==> src/rtl/mem_port_arbiter_if.sv <==
// Bus bundle between the memory dispatchers, the arbiter and one MCB user port.
// master = arbiter side, slave = requesters plus MCB command port side.
interface mem_port_arbiter_if;
    logic        mem_calib_done;

    logic        req0_valid;
    logic [2:0]  req0_instr;
    logic [5:0]  req0_bl;
    logic [29:0] req0_addr;
    logic        req0_release;
    logic        req0_ack;
    logic        gnt0;

    logic        req1_valid;
    logic [2:0]  req1_instr;
    logic [5:0]  req1_bl;
    logic [29:0] req1_addr;
    logic        req1_release;
    logic        req1_ack;
    logic        gnt1;

    logic        port_cmd_en;
    logic [2:0]  port_cmd_instr;
    logic [5:0]  port_cmd_bl;
    logic [29:0] port_cmd_byte_addr;
    logic        port_cmd_full;

    logic        timeout_err;

    modport master (
        input  mem_calib_done,
        input  req0_valid, req0_instr, req0_bl, req0_addr, req0_release,
        input  req1_valid, req1_instr, req1_bl, req1_addr, req1_release,
        input  port_cmd_full,
        output req0_ack, gnt0, req1_ack, gnt1,
        output port_cmd_en, port_cmd_instr, port_cmd_bl, port_cmd_byte_addr,
        output timeout_err
    );

    modport slave (
        output mem_calib_done,
        output req0_valid, req0_instr, req0_bl, req0_addr, req0_release,
        output req1_valid, req1_instr, req1_bl, req1_addr, req1_release,
        output port_cmd_full,
        input  req0_ack, gnt0, req1_ack, gnt1,
        input  port_cmd_en, port_cmd_instr, port_cmd_bl, port_cmd_byte_addr,
        input  timeout_err
    );
endinterface

==> src/rtl/mem_port_arbiter.sv <==
// Two-requester arbiter for one MCB user port (c3_clk0 domain).
// Optional starvation guard for req1 enabled by defining ARB_STARVE_GUARD_EN.
module mem_port_arbiter #(
    parameter int OWN_TIMEOUT  = 1024,
    parameter int STARVE_LIMIT = 4,
    parameter int GAP_CYCLES   = 1
) (
    input  logic clk,
    input  logic reset_n,
    mem_port_arbiter_if.master bus
);

    localparam int TW = $clog2(OWN_TIMEOUT) + 1;
    localparam logic [TW-1:0] T_LAST = TW'(OWN_TIMEOUT - 1);
    localparam logic [1:0] G_LAST = 2'(GAP_CYCLES - 1);

    if (GAP_CYCLES < 0 || GAP_CYCLES > 3 || STARVE_LIMIT < 1 ||
        OWN_TIMEOUT < 2) begin : g_cfg_check
        $error("mem_port_arbiter: unsupported parameter set");
    end

    typedef enum logic [1:0] {
        IDLE,
        ISSUE,
        OWN,
        GAP
    } state_t;

    state_t        state_q, state_d;
    logic          owner_q, owner_d;
    logic          gnt_q, gnt_d;
    logic          en_q, en_d;
    logic          ack_q, ack_d;
    logic [2:0]    instr_q, instr_d;
    logic [5:0]    bl_q, bl_d;
    logic [29:0]   addr_q, addr_d;
    logic [TW-1:0] tcnt_q, tcnt_d;
    logic [1:0]    gcnt_q, gcnt_d;
    logic          terr_q, terr_d;
    logic          pick1;
    logic          own_rel;

`ifdef ARB_STARVE_GUARD_EN
    localparam int SW = $clog2(STARVE_LIMIT + 1);
    localparam logic [SW-1:0] S_LIM = SW'(STARVE_LIMIT);

    logic [SW-1:0] starve_q, starve_d;

    // req1 wins when alone, or when req0 has beaten it S_LIM times in a row
    assign pick1 = bus.req1_valid &
                   (~bus.req0_valid | (starve_q >= S_LIM));

    // Consecutive req0 wins while req1 was waiting
    always_ff @(posedge clk or negedge reset_n) begin
        if (!reset_n) starve_q <= '0;
        else          starve_q <= starve_d;
    end

    // Starvation count update, only on an IDLE arbitration
    always_comb begin
        starve_d = starve_q;
        if (state_q == IDLE && bus.mem_calib_done &&
            (bus.req0_valid || bus.req1_valid)) begin
            if (pick1)
                starve_d = '0;
            else if (bus.req1_valid && starve_q != S_LIM)
                starve_d = starve_q + 1'b1;
        end
    end
`else
    // Strict fixed priority: req1 only when req0 is idle
    assign pick1 = bus.req1_valid & ~bus.req0_valid;
`endif

    assign own_rel = owner_q ? bus.req1_release : bus.req0_release;

    // State and output registers; reset clears everything at once
    always_ff @(posedge clk or negedge reset_n) begin
        if (!reset_n) begin
            state_q <= IDLE;
            owner_q <= 1'b0;
            gnt_q   <= 1'b0;
            en_q    <= 1'b0;
            ack_q   <= 1'b0;
            instr_q <= '0;
            bl_q    <= '0;
            addr_q  <= '0;
            tcnt_q  <= '0;
            gcnt_q  <= '0;
            terr_q  <= 1'b0;
        end else begin
            state_q <= state_d;
            owner_q <= owner_d;
            gnt_q   <= gnt_d;
            en_q    <= en_d;
            ack_q   <= ack_d;
            instr_q <= instr_d;
            bl_q    <= bl_d;
            addr_q  <= addr_d;
            tcnt_q  <= tcnt_d;
            gcnt_q  <= gcnt_d;
            terr_q  <= terr_d;
        end
    end

    // Transaction sequencing: arbitrate, issue, own, gap
    always_comb begin
        state_d = state_q;
        owner_d = owner_q;
        gnt_d   = gnt_q;
        en_d    = 1'b0;
        ack_d   = 1'b0;
        instr_d = instr_q;
        bl_d    = bl_q;
        addr_d  = addr_q;
        tcnt_d  = tcnt_q;
        gcnt_d  = gcnt_q;
        terr_d  = terr_q;
        unique case (state_q)
            IDLE: begin
                if (bus.mem_calib_done &&
                    (bus.req0_valid || bus.req1_valid)) begin
                    owner_d = pick1;
                    instr_d = pick1 ? bus.req1_instr : bus.req0_instr;
                    bl_d    = pick1 ? bus.req1_bl : bus.req0_bl;
                    addr_d  = pick1 ? bus.req1_addr : bus.req0_addr;
                    gnt_d   = 1'b1;
                    state_d = ISSUE;
                end
            end
            ISSUE: begin
                if (!bus.port_cmd_full) begin
                    en_d    = 1'b1;
                    ack_d   = 1'b1;
                    tcnt_d  = '0;
                    state_d = OWN;
                end
            end
            OWN: begin
                if (own_rel || tcnt_q == T_LAST) begin
                    gnt_d   = 1'b0;
                    gcnt_d  = '0;
                    terr_d  = terr_q | ~own_rel;
                    state_d = (GAP_CYCLES == 0) ? IDLE : GAP;
                end else begin
                    tcnt_d = tcnt_q + 1'b1;
                end
            end
            GAP: begin
                if (gcnt_q == G_LAST) state_d = IDLE;
                else                  gcnt_d  = gcnt_q + 1'b1;
            end
            default: state_d = IDLE;
        endcase
    end

    assign bus.gnt0               = gnt_q & ~owner_q;
    assign bus.gnt1               = gnt_q & owner_q;
    assign bus.req0_ack           = ack_q & ~owner_q;
    assign bus.req1_ack           = ack_q & owner_q;
    assign bus.port_cmd_en        = en_q;
    assign bus.port_cmd_instr     = instr_q;
    assign bus.port_cmd_bl        = bl_q;
    assign bus.port_cmd_byte_addr = addr_q;
    assign bus.timeout_err        = terr_q;

endmodule
==> src/flat_wrapper.sv <==
// flat-port wrapper written by rule: the top's interface ports become plain ports
module mem_port_arbiter_flat 
#(
    parameter int OWN_TIMEOUT  = 1024,
    parameter int STARVE_LIMIT = 4,
    parameter int GAP_CYCLES   = 1
)
  (clk, reset_n, bus_mem_calib_done, bus_req0_valid, bus_req0_instr, bus_req0_bl, bus_req0_addr, bus_req0_release, bus_req1_valid, bus_req1_instr, bus_req1_bl, bus_req1_addr, bus_req1_release, bus_port_cmd_full, bus_req0_ack, bus_gnt0, bus_req1_ack, bus_gnt1, bus_port_cmd_en, bus_port_cmd_instr, bus_port_cmd_bl, bus_port_cmd_byte_addr, bus_timeout_err);
  mem_port_arbiter_if bus_i ();
  input  logic clk;
  input  logic reset_n;
  input wire logic [$bits(bus_i.mem_calib_done)-1:0] bus_mem_calib_done;
  input wire logic [$bits(bus_i.req0_valid)-1:0] bus_req0_valid;
  input wire logic [$bits(bus_i.req0_instr)-1:0] bus_req0_instr;
  input wire logic [$bits(bus_i.req0_bl)-1:0] bus_req0_bl;
  input wire logic [$bits(bus_i.req0_addr)-1:0] bus_req0_addr;
  input wire logic [$bits(bus_i.req0_release)-1:0] bus_req0_release;
  input wire logic [$bits(bus_i.req1_valid)-1:0] bus_req1_valid;
  input wire logic [$bits(bus_i.req1_instr)-1:0] bus_req1_instr;
  input wire logic [$bits(bus_i.req1_bl)-1:0] bus_req1_bl;
  input wire logic [$bits(bus_i.req1_addr)-1:0] bus_req1_addr;
  input wire logic [$bits(bus_i.req1_release)-1:0] bus_req1_release;
  input wire logic [$bits(bus_i.port_cmd_full)-1:0] bus_port_cmd_full;
  output wire logic [$bits(bus_i.req0_ack)-1:0] bus_req0_ack;
  output wire logic [$bits(bus_i.gnt0)-1:0] bus_gnt0;
  output wire logic [$bits(bus_i.req1_ack)-1:0] bus_req1_ack;
  output wire logic [$bits(bus_i.gnt1)-1:0] bus_gnt1;
  output wire logic [$bits(bus_i.port_cmd_en)-1:0] bus_port_cmd_en;
  output wire logic [$bits(bus_i.port_cmd_instr)-1:0] bus_port_cmd_instr;
  output wire logic [$bits(bus_i.port_cmd_bl)-1:0] bus_port_cmd_bl;
  output wire logic [$bits(bus_i.port_cmd_byte_addr)-1:0] bus_port_cmd_byte_addr;
  output wire logic [$bits(bus_i.timeout_err)-1:0] bus_timeout_err;
  assign bus_i.mem_calib_done = bus_mem_calib_done;
  assign bus_i.req0_valid = bus_req0_valid;
  assign bus_i.req0_instr = bus_req0_instr;
  assign bus_i.req0_bl = bus_req0_bl;
  assign bus_i.req0_addr = bus_req0_addr;
  assign bus_i.req0_release = bus_req0_release;
  assign bus_i.req1_valid = bus_req1_valid;
  assign bus_i.req1_instr = bus_req1_instr;
  assign bus_i.req1_bl = bus_req1_bl;
  assign bus_i.req1_addr = bus_req1_addr;
  assign bus_i.req1_release = bus_req1_release;
  assign bus_i.port_cmd_full = bus_port_cmd_full;
  assign bus_req0_ack = bus_i.req0_ack;
  assign bus_gnt0 = bus_i.gnt0;
  assign bus_req1_ack = bus_i.req1_ack;
  assign bus_gnt1 = bus_i.gnt1;
  assign bus_port_cmd_en = bus_i.port_cmd_en;
  assign bus_port_cmd_instr = bus_i.port_cmd_instr;
  assign bus_port_cmd_bl = bus_i.port_cmd_bl;
  assign bus_port_cmd_byte_addr = bus_i.port_cmd_byte_addr;
  assign bus_timeout_err = bus_i.timeout_err;
  mem_port_arbiter #(.OWN_TIMEOUT(OWN_TIMEOUT), .STARVE_LIMIT(STARVE_LIMIT), .GAP_CYCLES(GAP_CYCLES)) u_core (.clk(clk), .reset_n(reset_n), .bus(bus_i));
endmodule
==> config.mk <==
export PLATFORM = sky130hd
export DESIGN_NAME = mem_port_arbiter_flat
export DESIGN_NICKNAME = d
export VERILOG_FILES = /design/src/rtl/mem_port_arbiter_if.sv /design/src/rtl/mem_port_arbiter.sv /design/src/flat_wrapper.sv
export SDC_FILE = /design/constraint.sdc
export NUM_CORES = 1
export LEC_CHECK = 0
export BUFFER_PORTS_ARGS = -buffer_cell sky130_fd_sc_hd__buf_2
export CAP_MARGIN = 20
export CORE_MARGIN = 1.5
export CORE_UTILIZATION = 24
export DETAILED_ROUTE_END_ITERATION = 6
export HOLD_SLACK_MARGIN = 0.06
export PLACE_DENSITY = 0.59
export SYNTH_ARGS = -nofsm -noshare
export SYNTH_HDL_FRONTEND = slang
export SYNTH_SLANG_ARGS = --single-unit
==> constraint.sdc <==
create_clock -name clk -period 1.9 [get_ports clk]
set_input_delay 0 -clock clk [delete_from_list [all_inputs] [get_ports clk]]
set_output_delay 0 -clock clk [all_outputs]
set_load 0.005 [all_outputs]
---- Yosys cells after proc, flatten, opt, wreduce, memory -nomap -nowiden ----
Index checks and enable logic that the tools add are counted.
cells by class
  bitwise logic cells ..................... 9
  mux-type cells .......................... 20
  equal/unequal tests ..................... 10
  reductions and logical operators ........ 14
  add/subtract/negate cells ............... 2
operators by type and width
  kind                     number
  $mux W30                 1
  $mux W11                 2
  $pmux W11 S2             1
  $mux W2                  6
  $add A11 B1 Y11 const B  1
  $eq A11 B10 Y1 const B   1
  $reduce_and A3 Y1        3
  $pmux W2 S4              1
  $mux W6                  1
  $ne A2 B1 Y1 const B     3
  $ne A2 B2 Y1 const B     3
  $reduce_bool A2 Y1       3
  $and A1 B1 Y1            5
  $mux W1                  5
  $eq A2 B2 Y1 const B     2
  $logic_not A2 Y1         2
  $pmux W2 S2              1
  $reduce_and A2 Y1        2
  $reduce_and A4 Y1        1
  $mux W3                  1
  $not A1 Y1               3
  $add A2 B1 Y2 const B    1
  $eq A2 B1 Y1 const B     1
  $logic_or A1 B1 Y1       2
  other kinds (3)          3
word-level totals
  register bits after elaboration ......... 58
  output and inout bits ................... 45
  logic and storage cells ................. 65

---- Logic depth before layout (Yosys ltp) ----
  depth after elaboration ................. 4
  mapped depth ............................ 7
  gate-level depth less buffers ........... 6

---- Least setup slack after synthesis ----
No wires, ideal clock.
  path kind ............................... register to register
  start ................................... register u_core.tcnt_q[1]
  end ..................................... register u_core.state_q[1]
  data arrival time ....................... 1714 ps
  required time ........................... 1772 ps
  setup slack ............................. 58 ps
  buffers on the path ..................... 1
  setup time .............................. 128 ps
  cell stages (with the launch flop) ...... 7
  cell sequence ........................... dfrtp_1 > ha_1 > nand3_1 > or3_1 > buf_6 > a31oi_4 > mux2_1
on the way
  longest elaborated chain between the ends .. 4
ends and longest elaborated chain
  what                                line                     text
  start, declared                     mem_port_arbiter.sv:37   logic [TW-1:0] tcnt_q, tcnt_d;
  start signal, assigned              mem_port_arbiter.sv:100  tcnt_q <= tcnt_d;
  $eq A11 B10 Y1                      mem_port_arbiter.sv:140  if (own_rel || tcnt_q == T_LAST) begin
  $logic_or A1 B1 Y1                  mem_port_arbiter.sv:140
  $ne A2 B1 Y1 (no source line)       -
  $reduce_and A4 Y1 (no source line)  -
  end signal, assigned                mem_port_arbiter.sv:92   state_q <= state_d;
  end, declared                       mem_port_arbiter.sv:29   state_t state_q, state_d;
No other way between the ends.
A chain may end at the register's enable or synchronous reset.

---- Worst setup path after layout ----
  start ................................... register u_core.state_q[0]
  end ..................................... register u_core.state_q[1]
on the way
  longest elaborated chain between the ends .. 3
  elaborated cells between the ends (all ways) .. 10
  classes of those cells .................. eq/ne (7); mux (1); reduce/logical (2)
ends and longest elaborated chain
  what                                                                  line                     text
  $eq A2 B2 Y1 (tied with other cells)                                  mem_port_arbiter.sv:119  unique case (state_q)
  $ne A2 B1 Y1 (no source line) / $ne A2 B2 Y1 (equally long branches)  -
  $reduce_and A4 Y1 (no source line)                                    -
Parallel ways exist; a longest one is shown, timed or not.

==> flow_metrics.tcl <==
set metrics [dict create \
    setup_violations 0 \
    peakVddDrop_mv 0.5667 \
    cts_sinks 58 \
    yosysTopAreaCellShare 0.4748 \
    grt_pass1_vias 3197 \
    multiInputGateArea_sq_um 1505 \
    grt_pass1_wl_microns 14770 \
    final.setup.tns_ns 0 \
    first_pass_iters 4 \
    synth_sequential_area_ratio 0.4748 \
    num_rows 41 \
    fmax_mhz 562.6 \
    antenna_cells 0 \
    max_slew_margin 0.6482 \
    drive_above_1_share 0.3283 \
    crit_chain "ha_1 -> nor2b_1 -> a221o_1 -> a31oi_4 -> mux2_1" \
    io_buffer_count 130 \
    initial_core_util 0.2442 \
    cpPeakStageDelay_ns 0.41 \
    min_period_ns 1.777 \
    syn_to_final_growth_pct 66.93 \
    place_congestion 0.8285 \
    boundaryPins 131 \
    clk_pin_slew_ns 0.05 \
    drv_slew 0 \
    hold_violations 0 \
    die_area_sq_um 13420 \
    synth_cell_type_count 45 \
    crit_required_ns 2.10 \
    cts_made_buffers 9 \
    seq_area_sq_um 1451 \
    power.density_nw_per_um2 1145 \
    crit_slowest_cell "dfrtp_1" \
    synth.area.top_cells "dfrtp_1 47%, mux2i_1 13%, o21ai_0 7.0%, nand2_1 6.3%, ha_1 2.9%" \
    fin_skew_ns 0.006382 \
    fill_cells 1220 \
    critPathTopFamily "compound AO/OA/AOI/OAI gates" \
    power_mw 5.843 \
    postCtsSetupRepairBufs 0 \
    worstSetupPathType "reg2reg" \
    cts_tree "yes" \
    crit_path_start_kind "flop" \
    cp-startpoint "u_core.state_q[0]$_DFFE_PN0P_" \
    worstPathArrival_ns 1.98 \
    reg2reg_slack_ns 0.12 \
    holdCritPathClass "in2async" \
    avgViaCountPerCell 4.516 \
    synth_edf_count 0 \
    die_h_microns 115.9 \
    critPathCapture "u_core.state_q[1]$_DFFE_PN0P_" \
    drv_cap 0 \
    rsz0062_at_grt "false" \
    drc_errors 0 \
    grt_max_degree 50 \
    post-route-period-util 0.9355 \
    antenna_found_initial 0 \
    outcome "finished clean" \
    grt_use_total 0.1407 \
    p_leak_nw 2.407 \
    avgSynthCellArea_sq_um 9.989 \
    drtIter0Drc 173 \
    synth-main-ff-cell "dfrtp_1" \
    grt_overflow_total 0 \
    clk_latency_ns 0.32 \
    antenna_left 0 \
    synth_top_area_cell "dfrtp_1" \
    worstPathMaxFanout 7 \
    hpwl_microns 6030 \
    ys_warn_count 0 \
    netlist_area_sq_um 3057 \
    vias 3170 \
    nNetsFinal 618 \
    r2r_start "u_core.state_q[0]$_DFFE_PN0P_" \
    syn_inst 306 \
    postSynth.asyncResetShare 1.000 \
    rr_endpoint "u_core.state_q[1]$_DFFE_PN0P_" \
    cp_num_buf_inv 0 \
    wl_per_cell_microns 13.32 \
    die_x_microns 115.9 \
    crit_cells 5 \
    tightest_slew_ns 0.5276 \
    wl_microns 9350 \
    cts-root-buf "clkbuf_16" \
    yosys_register_bits 58 \
    reg2reg_depth 5 \
    htreeDepth 3 \
    clock_path_buffers 2 \
    crit_path_end_kind "flop" \
    coreArea_sq_um 12520 \
    syn_nets 399 \
]
metal layers:
layer | GRT usage | vias to the layer above | wire, microns
li1 | - | 1556 | -
met1 | 0.1638 | 1489 | 3825
met2 | 0.2471 | 109 | 4862
met3 | 0.02510 | 16 | 451
met4 | 0.07317 | 0 | 210
met5 | 0 | - | 0
cell type report:
class | count | share of cell area
Clock buffer | 11 | 0.04757
Tap cell | 172 | 0.04218
Multi-Input combinational cell | 222 | 0.2950
Sequential cell | 58 | 0.2845
Clock inverter | 5 | 0.01054
Timing Repair Buffer | 228 | 0.3158
Inverter | 6 | 0.004414
kinds of logic after synthesis:
logic type | Yosys count | synth area share
AO/OA/AOI/OAI | 79 | 0.1674
AND/OR/NAND/NOR | 93 | 0.1490
adder cells (fa/ha/maj) | 7 | 0.02865
multiplexers | 43 | 0.1433
buffers and inverters | 26 | 0.03684
flip-flops | 58 | 0.4748
state kept, by name (all words and copies together) (netlist names):
| register | flops |
|---|---|
| u_core.bus.port_cmd_byte_addr | 30 |
| u_core.bus.port_cmd_instr | 3 |
| u_core.gcnt_q | 2 |
| u_core.owner_q | 1 |
| u_core.bus.port_cmd_en | 1 |
| u_core.tcnt_q | 11 |
| u_core.bus.port_cmd_bl | 6 |
| u_core.gnt_q | 1 |
| u_core.state_q | 2 |
| u_core.bus.timeout_err | 1 |
cells in the mapped netlist, drive strengths merged (2+ instances only):
master / instances
dfrtp: 58
nand2: 51
o21ai: 43
mux2i: 40
clkbuf: 13
nand3: 9
buf: 7
ha: 7
o311ai: 7
a21oi: 6
inv: 6
nand3b: 6
o211ai: 6
nor2b: 5
and2: 4
nor3: 4
a41oi: 3
mux2: 3
a221o: 2
a31oi: 2
nand2b: 2
nand4: 2
nor2: 2
nor4: 2
o221ai: 2
cell usage in the layout, fill, tap and decap left out, types with 3 or more instances in the layout:
cell / synthesis / final
buf_2: 6 / 130
dlygate4sd3_1: 0 / 80
dfrtp_1: 58 / 58
nand2_1: 51 / 51
o21ai_0: 43 / 43
mux2i_1: 39 / 39
buf_4: 0 / 16
clkbuf_16: 0 / 9
nand3_1: 8 / 8
o311ai_0: 7 / 7
ha_1: 7 / 7
inv_1: 6 / 6
o211ai_1: 6 / 6
nand3b_1: 6 / 6
a21oi_1: 6 / 6
nor2b_1: 5 / 4
nor3_1: 4 / 4
and2_1: 3 / 3
a41oi_1: 3 / 3
clkinv_2: 0 / 3
metrics by stage:
step / hold slack (ns) / instances / setup slack [ns] / util / area (sq um)
CTS: 0.1874 / 702 / 0.04824 / 0.4072 / 5097
finish: 0.1892 / 702 / 0.1225 / 0.4076 / 5102
global placement: 0.007106 / 606 / 0.1037 / 0.3196 / 4000
floorplan: -0.2956 / 306 / 0.05817 / - / 3057
global route: 0.2391 / 702 / 0.002709 / 0.4076 / 5102
detailed placement: 0.01219 / 606 / 0.06684 / 0.3196 / 4000
what timing repair did:
action | in CTS | in global routing
endpoints found under the hold margin | 60 | 0
hold buffers | 80 | 0
resized for setup | 0 | 1
endpoints found under the setup margin | 0 | 1
how the worst min path moves through the flow:
stage | end | start | slack [ns]
6_report | u_core.state_q[0]$_DFFE_PN0P_ | reset_n | 0.19
4_1_cts | u_core.owner_q$_DFFE_PN0P_ | bus_mem_calib_done | 0.19
3_3_place_gp | u_core.state_q[0]$_DFFE_PN0P_ | reset_n | 0.007
5_1_grt | u_core.gcnt_q[0]$_DFFE_PN0P_ | reset_n | 0.24
3_5_place_dp | u_core.state_q[0]$_DFFE_PN0P_ | reset_n | 0.01
2_1_floorplan | u_core.bus.port_cmd_bl[0]$_DFFE_PN0P_ | reset_n | -0.30
where the power goes:
| part | total, mW | switching, mW | internal, mW |
|---|---|---|---|
| combinational | 2.26 | 1.14 | 1.11 |
| clock | 1.62 | 0.571 | 1.05 |
| sequential | 1.97 | 0.269 | 1.70 |
| total | 5.84 | 1.98 | 3.86 |
No activity file was read; power rests on OpenSTA's default activity.
